==> src/rtl/block_state_sequencer.sv <==
// Table-driven next-state engine: each accepted step tests one block bit and moves to one of two programmed successors.
// Adds a run-time-writable transition table, a per-state dwell hold-off and a forced-state override.
module block_state_sequencer #(
    parameter int NUM_BLOCKS  = 7,
    parameter int SEL_W       = 3,
    parameter int STATE_W     = 4,
    parameter int DWELL_W     = 8,
    parameter int RESET_STATE = 0
) (
    input  logic                  clk,
    input  logic                  rst,
    input  logic [NUM_BLOCKS-1:0] blocks,
    input  logic                  step_valid,
    output logic                  step_ready,
    input  logic                  force_valid,
    input  logic [STATE_W-1:0]    force_state,
    input  logic                  cfg_we,
    input  logic [STATE_W-1:0]    cfg_addr,
    input  logic [SEL_W-1:0]      cfg_sel,
    input  logic [STATE_W-1:0]    cfg_next_set,
    input  logic [STATE_W-1:0]    cfg_next_clr,
    input  logic [DWELL_W-1:0]    cfg_dwell,
    output logic [STATE_W-1:0]    state,
    output logic                  state_changed,
    output logic                  sel_error
);

    localparam int unsigned ENTRIES = 1 << STATE_W;
    localparam int unsigned NUM_SEL = 1 << SEL_W;
    localparam logic [STATE_W-1:0] RST_VAL = STATE_W'(RESET_STATE);

    typedef enum logic {IDLE, DWELL} fsm_t;

    fsm_t               fsm;
    logic [DWELL_W-1:0] cnt;

    logic [SEL_W-1:0]   sel_tab   [ENTRIES];
    logic [STATE_W-1:0] set_tab   [ENTRIES];
    logic [STATE_W-1:0] clr_tab   [ENTRIES];
    logic [DWELL_W-1:0] dwell_tab [ENTRIES];

    logic [NUM_SEL-1:0] blocks_ext;
    logic [SEL_W-1:0]   cur_sel;
    logic               sel_bad;
    logic [STATE_W-1:0] nxt;
    logic [DWELL_W-1:0] nxt_dwell;
    logic               accept;

    // Table reads see the pre-edge contents, so a same-cycle write never affects the step.
    always_comb begin
        blocks_ext = NUM_SEL'(blocks);
        cur_sel    = sel_tab[state];
        sel_bad    = 32'(cur_sel) >= NUM_BLOCKS;
        nxt        = blocks_ext[cur_sel] ? set_tab[state] : clr_tab[state];
        nxt_dwell  = dwell_tab[nxt];
        accept     = step_valid && step_ready && !force_valid;
    end

    always_ff @(posedge clk or posedge rst) begin
        if (rst) begin
            for (int unsigned i = 0; i < ENTRIES; i++) begin
                sel_tab[i]   <= '0;
                set_tab[i]   <= RST_VAL;
                clr_tab[i]   <= RST_VAL;
                dwell_tab[i] <= '0;
            end
        end else if (cfg_we) begin
            sel_tab[cfg_addr]   <= cfg_sel;
            set_tab[cfg_addr]   <= cfg_next_set;
            clr_tab[cfg_addr]   <= cfg_next_clr;
            dwell_tab[cfg_addr] <= cfg_dwell;
        end
    end

    always_ff @(posedge clk or posedge rst) begin
        if (rst) begin
            fsm           <= IDLE;
            cnt           <= '0;
            state         <= RST_VAL;
            step_ready    <= 1'b1;
            state_changed <= 1'b0;
            sel_error     <= 1'b0;
        end else begin
            state_changed <= 1'b0;
            sel_error     <= 1'b0;
            if (force_valid) begin
                state         <= force_state;
                state_changed <= force_state != state;
                fsm           <= IDLE;
                cnt           <= '0;
                step_ready    <= 1'b1;
            end else begin
                case (fsm)
                    IDLE: begin
                        if (accept) begin
                            if (sel_bad) begin
                                sel_error <= 1'b1;
                            end else begin
                                state         <= nxt;
                                state_changed <= nxt != state;
                                if (nxt_dwell != '0) begin
                                    fsm        <= DWELL;
                                    cnt        <= nxt_dwell;
                                    step_ready <= 1'b0;
                                end
                            end
                        end
                    end
                    DWELL: begin
                        // Leave on the edge where the count would hit zero: ready stays low exactly D cycles.
                        if (cnt == DWELL_W'(1)) begin
                            fsm        <= IDLE;
                            cnt        <= '0;
                            step_ready <= 1'b1;
                        end else begin
                            cnt <= cnt - DWELL_W'(1);
                        end
                    end
                    default: begin
                        fsm        <= IDLE;
                        cnt        <= '0;
                        step_ready <= 1'b1;
                    end
                endcase
            end
        end
    end

endmodule
==> config.mk <==
export PLATFORM = sky130hd
export DESIGN_NAME = block_state_sequencer
export DESIGN_NICKNAME = d
export VERILOG_FILES = /design/src/rtl/block_state_sequencer.sv
export SDC_FILE = /design/constraint.sdc
export NUM_CORES = 1
export LEC_CHECK = 0
export CORE_ASPECT_RATIO = 1.25
export CORE_MARGIN = 10
export CORE_UTILIZATION = 55
export CTS_BUF_LIST = sky130_fd_sc_hd__clkbuf_4 sky130_fd_sc_hd__clkbuf_8
export CTS_CLUSTER_SIZE = 30
export DETAILED_ROUTE_END_ITERATION = 16
export GPL_TIMING_DRIVEN = 0
export PLACE_DENSITY = 0.72
export SKIP_LAST_GASP = 1
export SLEW_MARGIN = 25
export SYNTH_ARGS = -nofsm -noshare
export SYNTH_HDL_FRONTEND = slang
export SYNTH_SLANG_ARGS = --single-unit
==> constraint.sdc <==
create_clock -name clk -period 12.5 [get_ports clk]
set_clock_uncertainty 0.15 [all_clocks]
set_input_delay 1.25 -clock clk [delete_from_list [all_inputs] [get_ports clk]]
set_output_delay 1.25 -clock clk [all_outputs]
set_load 0.01 [all_outputs]
# Word level (Yosys, flattened, before mapping)
# Index checks and enable logic that the tools add are counted.
[totals]
register_bits = 320
latch_bits = 0
mem_bits_rw = 0
mem_bits_ro = 0
input_bits = 39
output_inout_bits = 7
n_memories = 0
[classes]
addsub = 1
n_mul = 0
div_mod_pow = 0
magnitude_cmp = 6
eq_ne = 9
n_shift = 0
mux = 55
bitwise = 4
n_reduce_logical = 9
[ops]
columns = ["cell", "n"]
rows = [
  ["$bwmux W128", 1],
  ["$bwmux W64", 2],
  ["$mux W8", 8],
  ["$bwmux W48", 1],
  ["$mux W4", 10],
  ["$bmux W4 S4", 2],
  ["$bmux W8 S4", 1],
  ["$demux W8 S4", 1],
  ["$mux W1", 19],
  ["$demux W4 S4", 1],
  ["$pmux W8 S2", 1],
  ["$ge A5 B5 Y1 const B", 3],
  ["$not A4 Y5", 3],
  ["$bmux W3 S4", 1],
  ["$demux W3 S4", 1],
  ["$mux W3", 3],
  ["$ne A3 B3 Y1 const B", 3],
  ["$eq A8 B1 Y1 const B", 1],
  ["$ne A4 B4 Y1", 2],
  ["$reduce_bool A8 Y1", 1],
  ["$sub A8 B1 Y8 const B", 1],
  ["$reduce_and A3 Y1", 2],
  ["$lt A5 B1 Y1 const B", 1],
  ["$lt A3 B4 Y1 const B", 1],
  ["10 further kinds", 14],
]

# Longest topological paths before layout
# Gate-level depths: netlist of the first run.
[depth]
word_depth = 17
ltp_mapped = 20
depth_no_buf = 13

# Worst setup path after synthesis of the first run
# Ideal clock, no wire load.
[synth_path]
path_type = "register to register"
startpoint = "reg state[2]"
endpoint = "reg fsm"
setup_ns = 0.118
t_arrival_ns = 3.865
slack_ns = 8.367
path_stages_with_launch = 18
synth_period_minus_slack_ns = 4.133
path_cell_list = "dfrtp_1 > buf_4 > buf_6 > and2_1 > a221oi_1 > o21ai_0 > nand2_2 > mux2i_4 > mux2i_4 > nand3_2 > buf_6 > buf_6 > a211o_1 > o211ai_1 > nand4_1 > nor4_4 > a41oi_4 > a21o_1"
[synth_via]
elab_chain_cells = 17
word_cells_on_any_way = 24
[synth_lines]
columns = ["item", "line_no", "source"]
rows = [
  ["from (decl)", "23", "output logic [STATE_W-1:0] state,"],
  ["from (signal assigned)", "87", "state <= force_state;"],
  ["from (signal assigned)", "99", "state <= nxt;"],
  ["$not A4 Y5 (not written as such) *", "52, 54", ""],
  ["$bmux W3 S4", "52", "cur_sel = sel_tab[state];"],
  ["$mux W3 (not written as such) (2 in a row)", "52", ""],
  ["$bmux W1 S3", "54", "nxt = blocks_ext[cur_sel] ? set_tab[state] : clr_tab[state];"],
  ["$mux W1 (not written as such)", "54", ""],
  ["$mux W4", "54", ""],
  ["$not A4 Y5 (not written as such)", "55", "nxt_dwell = dwell_tab[nxt];"],
  ["$bmux W8 S4", "55", ""],
  ["$mux W8 (not written as such) (2 in a row)", "55", ""],
  ["$reduce_bool A8 Y1", "101", "if (nxt_dwell != '0) begin"],
  ["$mux W1", "101", ""],
  ["$mux W1 *", "96", "if (sel_bad) begin"],
  ["$mux W1 *", "95", "if (accept) begin"],
  ["$pmux W1 S2 *", "93", "case (fsm)"],
  ["$mux W1 *", "86", "if (force_valid) begin"],
  ["to (signal assigned)", "89", "fsm <= IDLE;"],
  ["to (signal assigned)", "102", "fsm <= DWELL;"],
  ["to (signal assigned)", "112", "fsm <= IDLE;"],
  ["to (decl)", "34", "fsm_t fsm;"],
]
# Every way passes the cells marked *; elsewhere a longest branch is shown, timed or not. The select of a mux whose other input is x is not followed.
# A chain may end at the register's enable or synchronous reset.

# Worst setup path in the final report of the first run
[layout_path]
startpoint = "reg state[2]"
endpoint = "reg cnt[5]"
[layout_via]
elab_chain_cells = 16
word_cells_on_any_way = 27
[layout_lines]
columns = ["item", "line_no", "source"]
rows = [
  ["$not A4 Y5 (not written as such) *", "52, 54", ""],
  ["$bmux W3 S4", "52", ""],
  ["$mux W3 (not written as such) (2 in a row)", "52", ""],
  ["$bmux W1 S3", "54", ""],
  ["$mux W1 (not written as such)", "54", ""],
  ["$mux W4", "54", ""],
  ["$not A4 Y5 (not written as such)", "55", ""],
  ["$bmux W8 S4", "55", ""],
  ["$mux W8 (not written as such) (2 in a row)", "55", ""],
  ["$mux W8", "101", ""],
  ["$mux W8", "96", ""],
  ["$mux W8", "95", ""],
  ["$pmux W8 S2", "93", ""],
  ["$mux W8", "86", ""],
  ["to (signal assigned)", "103", "cnt <= nxt_dwell;"],
  ["to (signal assigned)", "116", "cnt <= cnt - DWELL_W'(1);"],
  ["to (decl)", "35", "logic [DWELL_W-1:0] cnt;"],
]
# Marks and branches as above.

==> reports/results.tsv, run 1 <==
stage	metric	value	unit
outcome	status	completed	
cells_and_area	mostFrequentLayoutCells	mux2_2, dfrtp_1, clkbuf_8, mux2i_1, nand2_1	
detailed_routing	drt_iter0_markers	590	
sta	setup_slack	7.22	ns
synthesis	synth_edf_count	0	
sta	rsz0062_at_grt	false	
power_and_ir_drop	power_switching	2.24	mW
sta	tns	0	ns
power_and_ir_drop	power	5.45	mW
die	boundaryPins	46	
die	core	27800	um^2
critical_path	cp.required	12.82	ns
cells_and_area	fillCellCount	2120	
power_and_ir_drop	p_seq_frac	0.260	
place	placed_area	16600	um^2
cells_and_area	stdcell_count	1599	
sta	fin_crit_sh	0.423	
grt	antenna_found_initial	0	
cells_and_area	post-route-util	0.641	
critical_path	worstSetupPathType	flop to flop	
cells_and_area	multi_input_area	7120	um^2
flow_run	drv_cap	0	
place	dp.cells	1501	
critical_path	end_kind	flop	
place	place_congestion	0.847	
cells_and_area	layout-drive-gt1-share	0.416	
detailed_routing	drc	0	
synthesis	synth_nets	1142	
sta	hold_slack	0.345	ns
sta	fin_crit	5.28	ns
sta	hold_viol_final	0	
place	place_ws	6.86	ns
clock_tree	postCtsSetupBuffers	0	
die	die_height	208	um
critical_path	worst_setup_path_start_kind	flop	
critical_path	r2r_setup_slack	7.22	ns
detailed_routing	vias_per_cell	6.13	
detailed_routing	num_vias	9802	
die	dieArea	35500	um^2
power_and_ir_drop	p_int	3.21	mW
cells_and_area	diodes	0	
detailed_routing	wl_per_cell	24.7	um
critical_path	path_cells	buf_4 > mux2_1 > a2bb2oi_1 > a21oi_1 > nor4_2 > mux2i_4 > o22ai_4 > mux2i_1 > buf_2 > and2_1 > clkbuf_1 > inv_1 > o211ai_2 > nor4_4 > a41oi_4 > o21ai_1	
synthesis	synthTopCellsByArea	dfrtp_1, mux2_2, mux4_2, mux2i_1, mux4_1	
synthesis	netlist_area	15600	um^2
grt	grt-ovfl-total	0	
clock_tree	cts_resized	0	
critical_path	cp_slowest_stage_delay	0.57	ns
synthesis	yosys_most_used_dff	dfrtp_1	
die	rows	68	
synthesis	ys_types	78	
clock_tree	cts-hold-fix-buffers	0	
sta	relSlewSlack	0.273	
clock_tree	cts_buffers	52	
die	die_w	171	um
synthesis	synth_warnings	0	
synthesis	syn_area_per_cell	14.2	um^2
grt	grt_start_max_net_pins	101	
detailed_routing	wl	39600	um
synthesis	syn-instance-count	1101	
power_and_ir_drop	switching_share	0.411	
critical_path	crit_family	compound AO/OA/AOI/OAI gates	
power_and_ir_drop	combPwrFrac	0.553	
grt	grt_pass1_wl	61500	um
cells_and_area	nNetsFinal	1247	
clock_tree	clk-insertion-delay-late	0.61	ns
synthesis	synth_top_area_cell	dfrtp_1	
synthesis	synth-async-reset-ratio	1.00	
critical_path	crit_buf_inv	4	
cells_and_area	seq_area	8010	um^2
synthesis	yosysTopAreaCellShare	0.512	
place	hpwl	26400	um
clock_tree	clockBufferDepth	3	
grt	grt_pass1_vias	10452	
power_and_ir_drop	powerDensity	306	nW/um^2
place	io_buffers	45	
grt	grt_use_total	0.225	
die	start_util	0.560	
sta	setup_violations	0	
worst_hold_path	min_path_type	flop to flop	
synthesis	ys_seq_area_frac	0.514	
cells_and_area	fin_area	17800	um^2
power_and_ir_drop	peakVddDrop	0.200	mV
clock_tree	cts.htree.levels	2	
clock_tree	tritoncts	yes	
critical_path	cp_max_fo	10	
critical_path	cp.arrival	5.61	ns
synthesis	synth-seq-cells	320	
clock_tree	cts-root-buf	clkbuf_8	
sta	worstMarginPinSlew	1.09	ns
cells_and_area	area_growth	14.4	%
power_and_ir_drop	power_frac_clock	0.186	
detailed_routing	dr.pass1.iters	5	
clock_tree	clock_sinks	320	
sta	maxSlewViolCount	0	
clock_tree	clkTransAtPathRegs	0.06	ns
sta	max_freq	0.189	GHz
detailed_routing	postRouteAntennaNets	0	
critical_path	slowest_stage	mux2i_1	
power_and_ir_drop	cellLeakagePower	7.71	nW
-- final timing paths --
path	endpoint	cells after the start	start
max	cnt[5]	16	state[2]
min	set_tab[41]	1	set_tab[41]
max reg2reg	cnt[5]	16	state[2]
min reg2reg	set_tab[41]	1	set_tab[41]
max in group asynchronous	dwell_tab[6]	4	rst
min in group asynchronous	sel_tab[9]	2	rst
-- layout make-up --
| class | count | area share |
|---|---|---|
| plain buffers | 78 | 0.0255 |
| well taps | 350 | 0.0246 |
| inverters | 9 | 0.00232 |
| clock buffers | 92 | 0.0640 |
| flip-flops and latches | 320 | 0.449 |
| repair buffers | 51 | 0.0320 |
| multi-input cells | 694 | 0.399 |
| clock inverters | 5 | 0.00351 |
-- logic make-up (layout without fill, tap and decap cells) --
group / count (synthesis) / count (layout) / synth area share
AO/OA/AOI/OAI: 103 / 103 / 0.0535
flip-flops: 320 / 320 / 0.514
XOR/XNOR: 12 / 12 / 0.00674
adder cells (fa/ha/maj): 2 / 2 / 0.00161
multiplexers: 422 / 422 / 0.338
buffers and inverters: 87 / 235 / 0.0311
AND/OR/NAND/NOR: 155 / 155 / 0.0556
-- synth_stat cells, drive strengths merged, types with 3 or more instances --
master / count
mux2: 323
dfrtp: 319
mux2i: 54
nand2: 51
clkbuf: 49
mux4: 45
buf: 29
nor2: 26
o21ai: 20
and4: 18
o211ai: 15
a211o: 10
a21oi: 10
nand3: 10
a211oi: 9
inv: 8
nand2b: 8
nor2b: 8
a22oi: 6
nand4: 6
nor4: 6
xnor2: 6
xor2: 6
nor3: 5
a21o: 3
a311o: 3
and2: 3
and3: 3
nand3b: 3
o22a: 3
-- sequential cells by signal, indices dropped and copies added (netlist names) --
register and cells:
sel_tab 48, fsm 1, step_ready 1, cnt 8, state 4, set_tab 64
state_changed 1, sel_error 1, dwell_tab 128, clr_tab 64
-- power by group through the flow --
stage                     sequential [mW]  combinational, mW  clock (mW)
after floorplan                      1.39               2.24           0
after global placement               1.42               2.97           0
after detailed placement             1.43               3.00           0
after CTS                            1.42               3.01        1.03
after global routing                 1.45               3.21        1.08
final                                1.42               3.02        1.02
-- metal layers --
layer	wire length (um)	vias to the layer above	part of all wire	track usage
li1	-	4334	-	-
met1	16500	5102	0.42	0.282
met3	1860	88	0.047	0.0366
met4	1570	0	0.040	0.0931
met5	0	-	0	0
met2	19600	278	0.50	0.378
Note: power is estimated with default switching activity, not from simulation.
==> inputs of run 2 (changes only) <==
==> constraint.sdc (replaced) <==
create_clock -name clk -period 5.5 [get_ports clk]
set_clock_uncertainty 0.15 [all_clocks]
set_input_delay 0.55 -clock clk [delete_from_list [all_inputs] [get_ports clk]]
set_output_delay 0.55 -clock clk [all_outputs]
set_load 0.01 [all_outputs]
==> reports/results.tsv, run 2 (synthesis gave the netlist of run 1 again) <==
stage	metric	value	unit	change
detailed_routing	drt_iter0_markers	610		+3.4%
cells_and_area	nNetsFinal	1254		+0.56%
clock_tree	clkTransAtPathRegs	0.06	ns	about the same
critical_path	r2r_start	state[1]		
critical_path	r2r.worst_path.cells	16		unchanged
cells_and_area	layout-drive-gt1-share	0.417		+0.00173
critical_path	slowest_stage	mux2i_1		
place	place_congestion	0.872		+2.9%
sta	setup_violations	0		unchanged
detailed_routing	drc	0		unchanged
critical_path	worst_setup_path_start_kind	flop		
power_and_ir_drop	peakVddDrop	0.546	mV	+170%
place	hpwl	27100	um	+2.9%
clock_tree	cts_buffers	52		unchanged
sta	rsz0062_at_grt	false		
detailed_routing	vias_per_cell	6.16		+0.45%
clock_tree	clockBufferDepth	3		unchanged
grt	grt_pass1_vias	10643		+1.8%
sta	maxSlewViolCount	0		unchanged
detailed_routing	dr.pass1.iters	5		unchanged
power_and_ir_drop	powerDensity	691	nW/um^2	+130%
die	die_height	208	um	unchanged
grt	antenna_found_initial	1		+1
die	boundaryPins	46		unchanged
clock_tree	cts-hold-fix-buffers	0		unchanged
place	place_ws	0.289	ns	-6.58 ns
grt	grt_start_max_net_pins	33		-67%
sta	worstMarginPinSlew	1.15	ns	+0.0603 ns
critical_path	r2r_setup_slack	0.13	ns	-7.09 ns
detailed_routing	num_vias	9865		+0.64%
grt	grt-ovfl-total	0		unchanged
sta	hold_viol_final	0		unchanged
critical_path	cp.arrival	5.69	ns	+0.08 ns
critical_path	path_cells	buf_2 > nor2_1 > a2bb2oi_1 > a21oi_1 > nor4_2 > mux2i_4 > o22ai_4 > mux2i_1 > buf_2 > buf_4 > nor2_1 > o211ai_1 > nand4_1 > nor4_4 > a41oi_4 > a21o_1		
cells_and_area	area_growth	14.9	%	
detailed_routing	postRouteAntennaNets	0		unchanged
clock_tree	clock_sinks	320		unchanged
sta	fin_crit	5.37	ns	+0.0895 ns
sta	setup_slack	0.129	ns	-7.09 ns
cells_and_area	fin_area	17900	um^2	+0.39%
clock_tree	cts.htree.levels	2		unchanged
critical_path	cp.required	5.82	ns	-7.00 ns
critical_path	cp_max_fo	10		unchanged
critical_path	worstSetupPathType	flop to flop		
clock_tree	cts_resized	0		unchanged
outcome	status	completed		
critical_path	reg2reg_to	fsm		
detailed_routing	wl_per_cell	25.2	um	+1.9%
sta	relSlewSlack	0.233		-0.0402
place	placed_area	16800	um^2	+0.99%
clock_tree	tritoncts	yes		
die	core	27800	um^2	unchanged
die	start_util	0.560		unchanged
grt	grt_pass1_wl	63000	um	+2.4%
die	die_w	171	um	unchanged
sta	hold_slack	0.121	ns	-0.224 ns
critical_path	cp_slowest_stage_delay	0.58	ns	about the same
detailed_routing	wl	40400	um	+2.1%
clock_tree	clk-insertion-delay-late	0.60	ns	about the same
worst_hold_path	min_path_type	primary input to async pin		
cells_and_area	fillCellCount	2073		-2.2%
cells_and_area	largest_reg_flops	128		unchanged
cells_and_area	largest_register	dwell_tab		
die	rows	68		unchanged
clock_tree	postCtsSetupBuffers	0		unchanged
sta	max_freq	0.186	GHz	-1.7%
flow_run	drv_cap	0		unchanged
place	io_buffers	45		unchanged
clock_tree	cts-root-buf	clkbuf_8		
cells_and_area	top_regs	dwell_tab (128), clr_tab (64), set_tab (64)		
sta	fin_crit_sh	0.977		+0.554
critical_path	end_kind	flop		
cells_and_area	mostFrequentLayoutCells	mux2_2, dfrtp_1, clkbuf_8, mux2i_1, nand2_1		
die	dieArea	35500	um^2	unchanged
grt	grt_use_total	0.231		+0.00612
power_and_ir_drop	cellLeakagePower	7.73	nW	+0.24%
power_and_ir_drop	power	12.4	mW	+130%
run 2: cell count changes in the layout (fill, tap and decap cells not counted), moves of 2 or more:
cell        before  now
buf_12           5   14
buf_6            8    6
clkbuf_8        72   68
inv_8            2    0
clkinvlp_4       1    3
run 2: power by group:
part           internal, mW  switching (mW)
Sequential             2.92           0.304
Clock                  1.23           0.941
Combinational          3.04            3.92
Total                  7.20            5.17
run 2: routing by layer:
layer	wire length, um	vias to the layer above	global-route usage
met5	0	-	0
met4	1680	0	0.0997
met3	1900	96	0.0375
met2	19900	268	0.382
met1	16900	5156	0.294
li1	-	4345	-
run 2: how the worst max path moves through the flow:
stage	startpoint	end	slack, ns
after detailed placement	state[1]	fsm	0.29
after global placement	rst	dwell_tab[28]	-1.68
final	state[1]	fsm	0.13
after global routing	state[1]	cnt[6]	0.00002
after CTS	state[1]	fsm	0.25
after floorplan	rst	clr_tab[0]	0.53
run 2: area by class of cell:
type | instances | area (um^2) | share of cell area
clock buffers | 88 | 1090 | 0.0607
clock inverters | 4 | 25.0 | 0.00140
plain buffers | 78 | 455 | 0.0254
flip-flops and latches | 320 | 8010 | 0.447
inverters | 9 | 37.5 | 0.00210
multi-input cells | 694 | 7120 | 0.398
well taps | 350 | 438 | 0.0245
repair buffers | 58 | 728 | 0.0407
diodes | 1 | 2.50 | 0.000140
run 2: per-stage QoR:
| stage | TNS [ns] | util | instances |
|---|---|---|---|
| CTS | 0 | 0.643 | 1601 |
| finish | 0 | 0.643 | 1602 |
| global route | 0 | 0.643 | 1601 |
| global placement | -527.35 | 0.592 | 1496 |
| floorplan | 0 | - | 1101 |
| detailed placement | 0 | 0.603 | 1509 |
run 2: worst max-delay path, delay by kind of cell (launching register included):
family / cells / cell delay [ns]
compound gates: 6 / 1.45
buf+inv: 3 / 1.05
flops: 1 / 0.51
mux: 2 / 0.78
simple gates: 5 / 1.30
